--- src/rtl/hex7seg_scan_driver.sv ---
// Multiplexed hexadecimal 7-segment driver: refresh prescaler, digit scan,
// frame-synchronous double buffering, leading-zero blanking and a dark guard slot.
module hex7seg_scan_driver #(
    parameter int NUM_DIGITS     = 4,
    parameter int REFRESH_DIV    = 50000,
    parameter int GUARD_CYCLES   = 2,
    parameter int SEG_ACTIVE_LOW = 1,
    parameter int AN_ACTIVE_LOW  = 1
) (
    input  logic                      clk,
    input  logic                      rst,
    input  logic [4*NUM_DIGITS-1:0]   value,
    input  logic [NUM_DIGITS-1:0]     dp_in,
    input  logic                      load,
    input  logic                      blank_lz,
    input  logic                      enable,
    output logic [6:0]                seg,
    output logic                      dp,
    output logic [NUM_DIGITS-1:0]     an,
    output logic                      frame_start
);

    localparam int PRE_W = $clog2(REFRESH_DIV);
    localparam int IDX_W = (NUM_DIGITS > 1) ? $clog2(NUM_DIGITS) : 1;

    localparam logic [6:0]            SEG_UNLIT = (SEG_ACTIVE_LOW != 0) ? 7'h7F : 7'h00;
    localparam logic                  DP_UNLIT  = (SEG_ACTIVE_LOW != 0);
    localparam logic [NUM_DIGITS-1:0] AN_OFF    = (AN_ACTIVE_LOW != 0) ? {NUM_DIGITS{1'b1}} : '0;

    logic [PRE_W-1:0]          prescaler_reg, prescaler_next;
    logic [IDX_W-1:0]          index_reg, index_next;
    logic [4*NUM_DIGITS-1:0]   pending_value_reg, active_value_reg;
    logic [NUM_DIGITS-1:0]     pending_dp_reg, active_dp_reg;
    logic                      wrapped_reg;
    logic [6:0]                seg_reg, seg_next;
    logic                      dp_reg, dp_next;
    logic [NUM_DIGITS-1:0]     an_reg, an_next;
    logic                      frame_start_reg;

    logic                      slot_end, frame_wrap, in_guard, blank;
    logic [NUM_DIGITS-1:0]     digit_sel;
    logic [NUM_DIGITS:0]       upper_zero;
    logic [3:0]                cur_nibble;
    logic                      cur_dp;
    logic [6:0]                seg_low;

    assign slot_end   = (prescaler_reg == PRE_W'(REFRESH_DIV - 1));
    assign frame_wrap = slot_end && (index_reg == IDX_W'(NUM_DIGITS - 1));

    always_comb begin
        prescaler_next = slot_end ? '0 : prescaler_reg + 1'b1;
        index_next     = index_reg;
        if (frame_wrap)
            index_next = '0;
        else if (slot_end)
            index_next = index_reg + 1'b1;
    end

    // upper_zero[k]: nibbles k..NUM_DIGITS-1 of the displayed value are all zero
    assign upper_zero[NUM_DIGITS] = 1'b1;
    generate
        for (genvar gi = 0; gi < NUM_DIGITS; gi++) begin : g_digit
            assign digit_sel[gi]  = (index_reg == IDX_W'(gi));
            assign upper_zero[gi] = upper_zero[gi+1] & (active_value_reg[4*gi +: 4] == 4'h0);
        end
        if (GUARD_CYCLES == 0) begin : g_no_guard
            assign in_guard = 1'b0;
        end else begin : g_guard
            assign in_guard = (prescaler_reg < PRE_W'(GUARD_CYCLES));
        end
    endgenerate

    assign blank = blank_lz && !digit_sel[0] && |(digit_sel & upper_zero[NUM_DIGITS-1:0]);

    always_comb begin
        cur_nibble = 4'h0;
        cur_dp     = 1'b0;
        for (int k = 0; k < NUM_DIGITS; k++) begin
            if (digit_sel[k]) begin
                cur_nibble = active_value_reg[4*k +: 4];
                cur_dp     = active_dp_reg[k];
            end
        end
    end

    // Font kept in active-low {g..a} form; polarity applied afterwards
    always_comb begin
        seg_low = 7'h7F;
        case (cur_nibble)
            4'h0: seg_low = 7'b1000000;
            4'h1: seg_low = 7'b1111001;
            4'h2: seg_low = 7'b0100100;
            4'h3: seg_low = 7'b0110000;
            4'h4: seg_low = 7'b0011001;
            4'h5: seg_low = 7'b0010010;
            4'h6: seg_low = 7'b0000010;
            4'h7: seg_low = 7'b1111000;
            4'h8: seg_low = 7'b0000000;
            4'h9: seg_low = 7'b0010000;
            4'hA: seg_low = 7'b0001000;
            4'hB: seg_low = 7'b0000011;
            4'hC: seg_low = 7'b1000110;
            4'hD: seg_low = 7'b0100001;
            4'hE: seg_low = 7'b0000110;
            4'hF: seg_low = 7'b0001110;
            default: seg_low = 7'h7F;
        endcase
    end

    always_comb begin
        seg_next = blank ? SEG_UNLIT : ((SEG_ACTIVE_LOW != 0) ? seg_low : ~seg_low);
        dp_next  = (SEG_ACTIVE_LOW != 0) ? ~cur_dp : cur_dp;
        an_next  = in_guard ? AN_OFF : ((AN_ACTIVE_LOW != 0) ? ~digit_sel : digit_sel);
    end

    always_ff @(posedge clk or posedge rst) begin
        if (rst) begin
            prescaler_reg     <= '0;
            index_reg         <= '0;
            pending_value_reg <= '0;
            pending_dp_reg    <= '0;
            active_value_reg  <= '0;
            active_dp_reg     <= '0;
            wrapped_reg       <= 1'b0;
            seg_reg           <= SEG_UNLIT;
            dp_reg            <= DP_UNLIT;
            an_reg            <= AN_OFF;
            frame_start_reg   <= 1'b0;
        end else begin
            if (load) begin
                pending_value_reg <= value;
                pending_dp_reg    <= dp_in;
            end
            if (enable) begin
                prescaler_reg <= prescaler_next;
                index_reg     <= index_next;
                // wrapped_reg survives a freeze so the frame pulse fires once on resume
                wrapped_reg   <= frame_wrap;
                if (frame_wrap) begin
                    active_value_reg <= pending_value_reg;
                    active_dp_reg    <= pending_dp_reg;
                end
                seg_reg         <= seg_next;
                dp_reg          <= dp_next;
                an_reg          <= an_next;
                frame_start_reg <= wrapped_reg;
            end else begin
                seg_reg         <= SEG_UNLIT;
                dp_reg          <= DP_UNLIT;
                an_reg          <= AN_OFF;
                frame_start_reg <= 1'b0;
            end
        end
    end

    assign seg         = seg_reg;
    assign dp          = dp_reg;
    assign an          = an_reg;
    assign frame_start = frame_start_reg;

endmodule

--- config.mk ---
export PLATFORM = sky130hd
export DESIGN_NAME = hex7seg_scan_driver
export DESIGN_NICKNAME = d
export VERILOG_FILES = /design/src/rtl/hex7seg_scan_driver.sv
export SDC_FILE = /design/constraint.sdc
export NUM_CORES = 1
export LEC_CHECK = 0
export BUFFER_PORTS_ARGS = -buffer_cell sky130_fd_sc_hd__buf_2
export CAP_MARGIN = 20
export CORE_MARGIN = 2
export CORE_UTILIZATION = 40
export CTS_CLUSTER_SIZE = 28
export DETAILED_ROUTE_END_ITERATION = 12
export PLACE_DENSITY_LB_ADDON = 0.05
export SYNTH_ARGS = -nofsm -noshare
export SYNTH_HDL_FRONTEND = slang
export SYNTH_SLANG_ARGS = --single-unit
--- constraint.sdc ---
create_clock -name clk -period 5 [get_ports clk]
set_input_delay 0.5 -clock clk [delete_from_list [all_inputs] [get_ports clk]]
set_output_delay 0.5 -clock clk [all_outputs]
set_load 0.005 [all_outputs]
==> results_dict.tcl, run 1 <==
set metrics [dict create \
    via_count 2177 \
    cts_hold_buf 0 \
    timing.final.setup_violations 0 \
    cp_cell_sequence "ha_1 -> a211oi_1 -> a221oi_1 -> inv_1 -> ha_1 -> nor2_1 -> a211oi_1 -> o21ai_0" \
    holdPathStages 2 \
    multiInputGateArea_mm2 0.00149 \
    synth.area.mux_share_pct 16.3 \
    slew-limit-headroom_pct 39.8 \
    min_from "value[0]" \
    grt_max_degree 73 \
    synth-xor-area-share_pct 2.78 \
    synth_top_cell_by_area "dfrtp_1" \
    synth_compound_area_share_pct 7.59 \
    syn_nets 317 \
    status "complete, no violations" \
    final.period_utilization_pct 56.1 \
    synth_edf_count 0 \
    place.detailed.hpwl_um 4310 \
    maxSlewViolCount 0 \
    grtUsageTotal_pct 14.9 \
    ys.flop_type "dfrtp_1" \
    min_delay_worst_endpoint "pending_value_reg[0]" \
    slowest_stage "ha_1" \
    io_pins 38 \
    required_ns 5.24 \
    yosys_warnings 0 \
    crit_path_max_incr_delay_ns 0.67 \
    drt_iter0_markers 102 \
    critPathMaxFanout 19 \
    routabilityCongestion 0.760 \
    worstSkewPairLatency_ns 0.35 \
    drtAntennaViolNets 0 \
    cts_resized 0 \
    row_count 33 \
    hold_viol 0 \
    synthSimpleGateAreaFrac_pct 12.3 \
    h-tree-depth 3 \
    viasPerCell 5.09 \
    cp_top_family "adder cells" \
    cts-root-buf "clkbuf_8" \
    postRouteWirelength_um 6330 \
    final_common_cell "dfrtp_1" \
    synth-async-reset-ratio_pct 100 \
    rr_startpoint "index_reg[0]" \
    maxCapViolations 0 \
    place.port_buffers 37 \
    ir_worst_vdd_uv 152 \
    yosysSeqAreaShare_pct 52.5 \
    rsz0062_at_grt "false" \
    power_uw 1190 \
    clk_path_buf_depth 2 \
    cts_buffers 9 \
    crit-reg2reg-capture "seg[3]" \
    post_cts_buffers 0 \
    worst_pin_slew_ns 0.904 \
    avgSynthCellArea_um2 12.3 \
    ys_ff_latch 72 \
    final_cell_mix "60 x dfrtp_1, 37 x buf_2, 23 x nand2_1, 22 x mux2_2, 19 x mux2_4" \
    synth_cells 281 \
    powerDensity_mw_per_mm2 309 \
    start_util_pct 41.7 \
    core_mm2 0.00830 \
    end_kind "flop" \
    final-seq-area_mm2 0.00182 \
    synth.area.top_cells "dfrtp_1 43%, dfstp_2 9.1%, mux2_4 8.2%" \
    syn-cell-area_mm2 0.00346 \
    cts_sinks 72 \
    grt_pass1_wl_um 11200 \
    syn2layout_area_growth_pct 11.6 \
    cts_tree "done" \
    final_net_count 354 \
    synth_top_area_share_pct 43.4 \
    antenna_found_initial 0 \
    max_freq_mhz 357 \
    synth_fa_ha_area_share_pct 3.98 \
    synth_top_family_by_area "multiplexers" \
    tns_ns 0 \
    drc 0 \
    worst-path-buf-inv 1 \
    ys_types 46 \
    p_leak_uw 0.00177 \
    overflow 0 \
    rr_worst_depth 8 \
    fillers 796 \
    wl_per_cell_um 14.8 \
    hold_class "in -> reg" \
    die_y_um 97.0 \
    fp.dieW_um 97.0 \
    dieArea_mm2 0.00941 \
    antenna_cells 0 \
    finalClockSkew_ns 0.00804 \
    worstSetupPathType "reg -> reg" \
    path_clk_slew_ns 0.08 \
    cp-start-kind "flop" \
    grt_pass1_vias 2256 \
    drive_gt1_share_pct 35.6 \
    period_minus_slack_ns 2.80 \
    reg2reg_slack_ns 2.20 \
    worstPathArrival_ns 3.04 \
    first_pass_iters 4 \
]
per-layer routing:
metal	part of all wire, %	routed length [µm]	vias up	GRT usage [%]
met1	49	3130	1057	20.9
li1	-	-	1076	-
met3	2.6	164	9	2.96
met5	0	0	-	0
met2	46	2920	35	22.1
met4	1.8	113	0	7.48
cell type report:
class                      instances  share of cell area, %
clock buffer                      11                   3.66
clock inverter                     5                   1.04
sequential                        72                   47.0
tap                              105                   3.40
inverter                          13                   1.26
multi-input combinational        183                   38.4
timing repair buffer              39                   5.18
how the worst max path moves through the flow:
stage	from	slack, ns	to	depth (start not counted)
global route	index_reg[0]	1.84	seg[3]	8
finish	index_reg[0]	2.20	seg[3]	8
floorplan	index_reg[0]	2.67	seg[3]	10
global placement	index_reg[0]	2.39	seg[3]	8
CTS	index_reg[0]	2.19	seg[3]	8
detailed placement	index_reg[0]	2.24	seg[3]	8
synthesized netlist by cell type, types with 3 or more instances:
master and number:
o221ai_1 5, clkbuf_1 7, a211oi_1 5, mux2_2 22
nand3b_1 4, nand2_1 23, o21ai_0 12, xnor2_1 5
ha_1 11, inv_1 13, nor2_1 15, nor4_1 7
dfstp_2 12, mux2i_1 3, a21oi_1 6, xor2_1 6
a221oi_1 3, mux2_4 19, nand3_1 5, nor3b_1 4
nand4_1 4, dfrtp_1 60
per-stage QoR:
| step | cells | utilization (%) | worst slack [ns] | cell area, µm² | hold slack, ns |
|---|---|---|---|---|---|
| 3_5_place_dp | 412 | 44.4 | 2.24 | 3680 | 0.462 |
| 5_1_grt | 428 | 46.6 | 1.84 | 3860 | 0.356 |
| 4_1_cts | 428 | 46.6 | 2.19 | 3860 | 0.356 |
| 2_1_floorplan | 281 | - | 2.67 | 3460 | 0.442 |
| 6_report | 428 | 46.6 | 2.20 | 3860 | 0.376 |
| 3_3_place_gp | 412 | 44.4 | 2.39 | 3680 | 0.471 |
cells by family (layout without fill, tap and decap cells):
family	Yosys count	after routing
AO/OA/AOI/OAI	39	39
XOR/XNOR	11	11
adder cells (fa/ha/maj)	11	11
buffers and inverters	26	68
flip-flops	72	72
multiplexers	44	44
AND/OR/NAND/NOR	78	78
where the power goes:
group          internal, µW  leakage, µW  switching, µW
clock                   197    0.0000826            227
combinational          54.1     0.000789           51.3
sequential              625     0.000899           39.9
Power figures use the tool's default switching activity.
==> run 2, diff against run 1 <==
--- a/config.mk
+++ b/config.mk
@@ -5,6 +5,7 @@
 export SDC_FILE = /design/constraint.sdc
 export NUM_CORES = 1
 export LEC_CHECK = 0
+export ABC_AREA = 1
 export BUFFER_PORTS_ARGS = -buffer_cell sky130_fd_sc_hd__buf_2
 export CAP_MARGIN = 20
 export CORE_MARGIN = 2
==> constraint.sdc (replaced) <==
create_clock -name clk -period 2.8 [get_ports clk]
set_input_delay 0.28 -clock clk [delete_from_list [all_inputs] [get_ports clk]]
set_output_delay 0.28 -clock clk [all_outputs]
set_load 0.005 [all_outputs]
==> run 2 against run 1 <==
Compared with the run above: clock-buffer cell count is 2 higher; sequential cell count stayed put; highest routed layer unchanged; sequential power grew 78%; non-clock buffer count is 1 higher; routed wire length grew 15%; largest cell class unchanged; total power is 77% higher; largest power group unchanged; via count increased by 26%; area after synthesis increased by 3.5%; critical path type unchanged.
==> results_dict.tcl, run 2 <==
set metrics [dict create \
    ys_ff_latch 72 \
    rsz0062_at_grt "false" \
    end_kind "flop" \
    cts_resized 0 \
    final-seq-area_mm2 0.00182 \
    max_freq_mhz 413 \
    syn_nets 444 \
    io_pins 38 \
    h-tree-depth 3 \
    avgSynthCellArea_um2 8.78 \
    routabilityCongestion 0.836 \
    whs_ns 0.161 \
    status "complete, no violations" \
    fp.dieW_um 98.7 \
    required_ns 3.06 \
    worstPathArrival_ns 2.68 \
    p_leak_uw 0.00197 \
    hold_class "in -> reg" \
    grtUsageTotal_pct 16.5 \
    maxCapViolations 0 \
    worstSkewPairLatency_ns 0.35 \
    drive_gt1_share_pct 21.9 \
    wl_per_cell_um 13.0 \
    drc 0 \
    critPathMaxFanout 8 \
    maxSlewViolCount 0 \
    ys_types 34 \
    drt_iter0_markers 91 \
    place.detailed.hpwl_um 5320 \
    dpl_worst_slack_ns 0.406 \
    powerDensity_mw_per_mm2 525 \
    yosys_warnings 0 \
    multiInputGateArea_mm2 0.00151 \
    yosysSeqAreaShare_pct 50.7 \
    cts-root-buf "clkbuf_8" \
    cts_buffers 9 \
    ys_top_cells_by_count "106 x nand2_1, 60 x dfrtp_1, 46 x inv_1" \
    viasPerCell 4.91 \
    first_pass_iters 4 \
    timing.final.setup_violations 0 \
    tns_ns 0 \
    drtAntennaViolNets 0 \
    ir_worst_vdd_uv 200 \
    worst_slack_ns 0.381 \
    rr_worst_depth 14 \
    overflow 0 \
    syn2layout_area_growth_pct 12.2 \
    hold_viol 0 \
    synth.area.top_cells "dfrtp_1 42%, nand2_1 11%, dfstp_2 8.8%" \
    cts_tree "done" \
    path_clk_slew_ns 0.07 \
    worst_pin_slew_ns 0.641 \
    fillers 880 \
    cts_sinks 72 \
    row_count 34 \
    grt_pass1_vias 2709 \
    die_y_um 98.7 \
    final_net_count 483 \
    synth_edf_count 0 \
    grt_max_degree 36 \
    antenna_found_initial 0 \
    synth-async-reset-ratio_pct 100 \
    holdPathStages 2 \
    synth_top_cell_by_area "dfrtp_1" \
    final_util_pct 46.1 \
    ys.flop_type "dfrtp_1" \
    finalClockSkew_ns 0.00626 \
    final_common_cell "nand2_1" \
    synth.most_common_cell "nand2_1" \
    worstSetupPathType "reg -> reg" \
    grt_pass1_wl_um 12800 \
    slew-limit-headroom_pct 57.2 \
    final.period_utilization_pct 86.4 \
    antenna_cells 0 \
    synth_top_area_share_pct 41.9 \
    via_count 2751 \
    cp-start-kind "flop" \
    place.port_buffers 37 \
    period_minus_slack_ns 2.42 \
    core_mm2 0.00872 \
    clk_path_buf_depth 2 \
    postRouteWirelength_um 7300 \
    start_util_pct 41.1 \
    dieArea_mm2 0.00973 \
    synth_cells 408 \
    syn-cell-area_mm2 0.00358 \
    final_cell_mix "106 x nand2_1, 60 x dfrtp_1, 45 x inv_1, 37 x buf_2, 33 x nor2_1" \
]
run 2: cell count changes after synthesis, moves of 5 or more:
cell      before  now
inv_1         13   46
o21ai_0       12   26
a211oi_1       5    0
nor2_1        15   33
o221ai_1       5    0
mux2_4        19    0
nand3_1        5   27
a21oi_1        6   17
nor4_1         7    2
nand2_1       23  106
run 2: layout make-up:
class	count	share of cell area (%)
clock buffer	13	3.70
multi-input combinational	277	37.7
tap	108	3.36
clock inverter	3	0.436
timing repair buffer	40	5.23
inverter	47	4.39
sequential	72	45.2
run 2: per-stage QoR:
step                      std cells  total power [µW]  instance area, µm²
after floorplan                 408              1340                3580
after global placement          543              1400                3840
after detailed placement        543              1410                3840
after CTS                       560              2140                4020
after global routing            560              2230                4020
final                           560              2110                4020
run 2: path summary, 6_finish.rpt:
kind	startpoint	endpoint	slack (ns)
setup / recovery	index_reg[1]	seg[3]	0.38
max in group asynchronous	rst	seg[4]	1.61
hold reg to reg	active_dp_reg[3]	dp	0.43
setup reg to reg	index_reg[1]	seg[3]	0.38
min in group asynchronous	rst	frame_start	0.42
hold / removal	value[0]	pending_value_reg[0]	0.16
run 2: cell families (layout without fill, tap and decap cells):
| logic type | Yosys count | after routing | synth area share, % |
|---|---|---|---|
| AO/OA/AOI/OAI | 49 | 49 | 7.40 |
| XOR/XNOR | 7 | 7 | 1.71 |
| adder cells (fa/ha/maj) | 11 | 11 | 3.84 |
| buffers and inverters | 59 | 103 | 7.05 |
| flip-flops | 72 | 72 | 50.7 |
| multiplexers | 20 | 20 | 6.29 |
| AND/OR/NAND/NOR | 190 | 190 | 23.0 |
run 2: metal layers:
metal / vias to the layer above / part of all wire (%) / track usage [%]
met1: 1306 / 49 / 21.9
li1: 1386 / - / -
met4: 0 / 1.4 / 5.06
met2: 47 / 46 / 26.4
met5: - / 0 / 0
met3: 12 / 3.8 / 4.40
run 2: timing repair:
item / 4_1_cts / 5_1_grt
buffers inserted: 0 / 0
hold buffers: 1 / 0
endpoints found under the hold margin: 11 / 0
run 2: report_power, final:
| group | internal [µW] | leakage (µW) | switching [µW] |
|---|---|---|---|
| sequential | 1110 | 0.000834 | 63.5 |
| combinational | 89.0 | 0.00105 | 120 |
| clock | 344 | 0.0000834 | 381 |
run 2: critical path: stages (launching register included):
cell     delay (ns)
dfrtp_1        0.40
inv_1          0.10
ha_1           0.33
inv_1          0.14
nand3_1        0.10
nand2_1        0.06
a21oi_1        0.40
inv_1          0.18
ha_1           0.25
nand3_1        0.13
nand2_1        0.08
nand2_1        0.05
nand2_1        0.05
inv_1          0.04
nand2_1        0.04
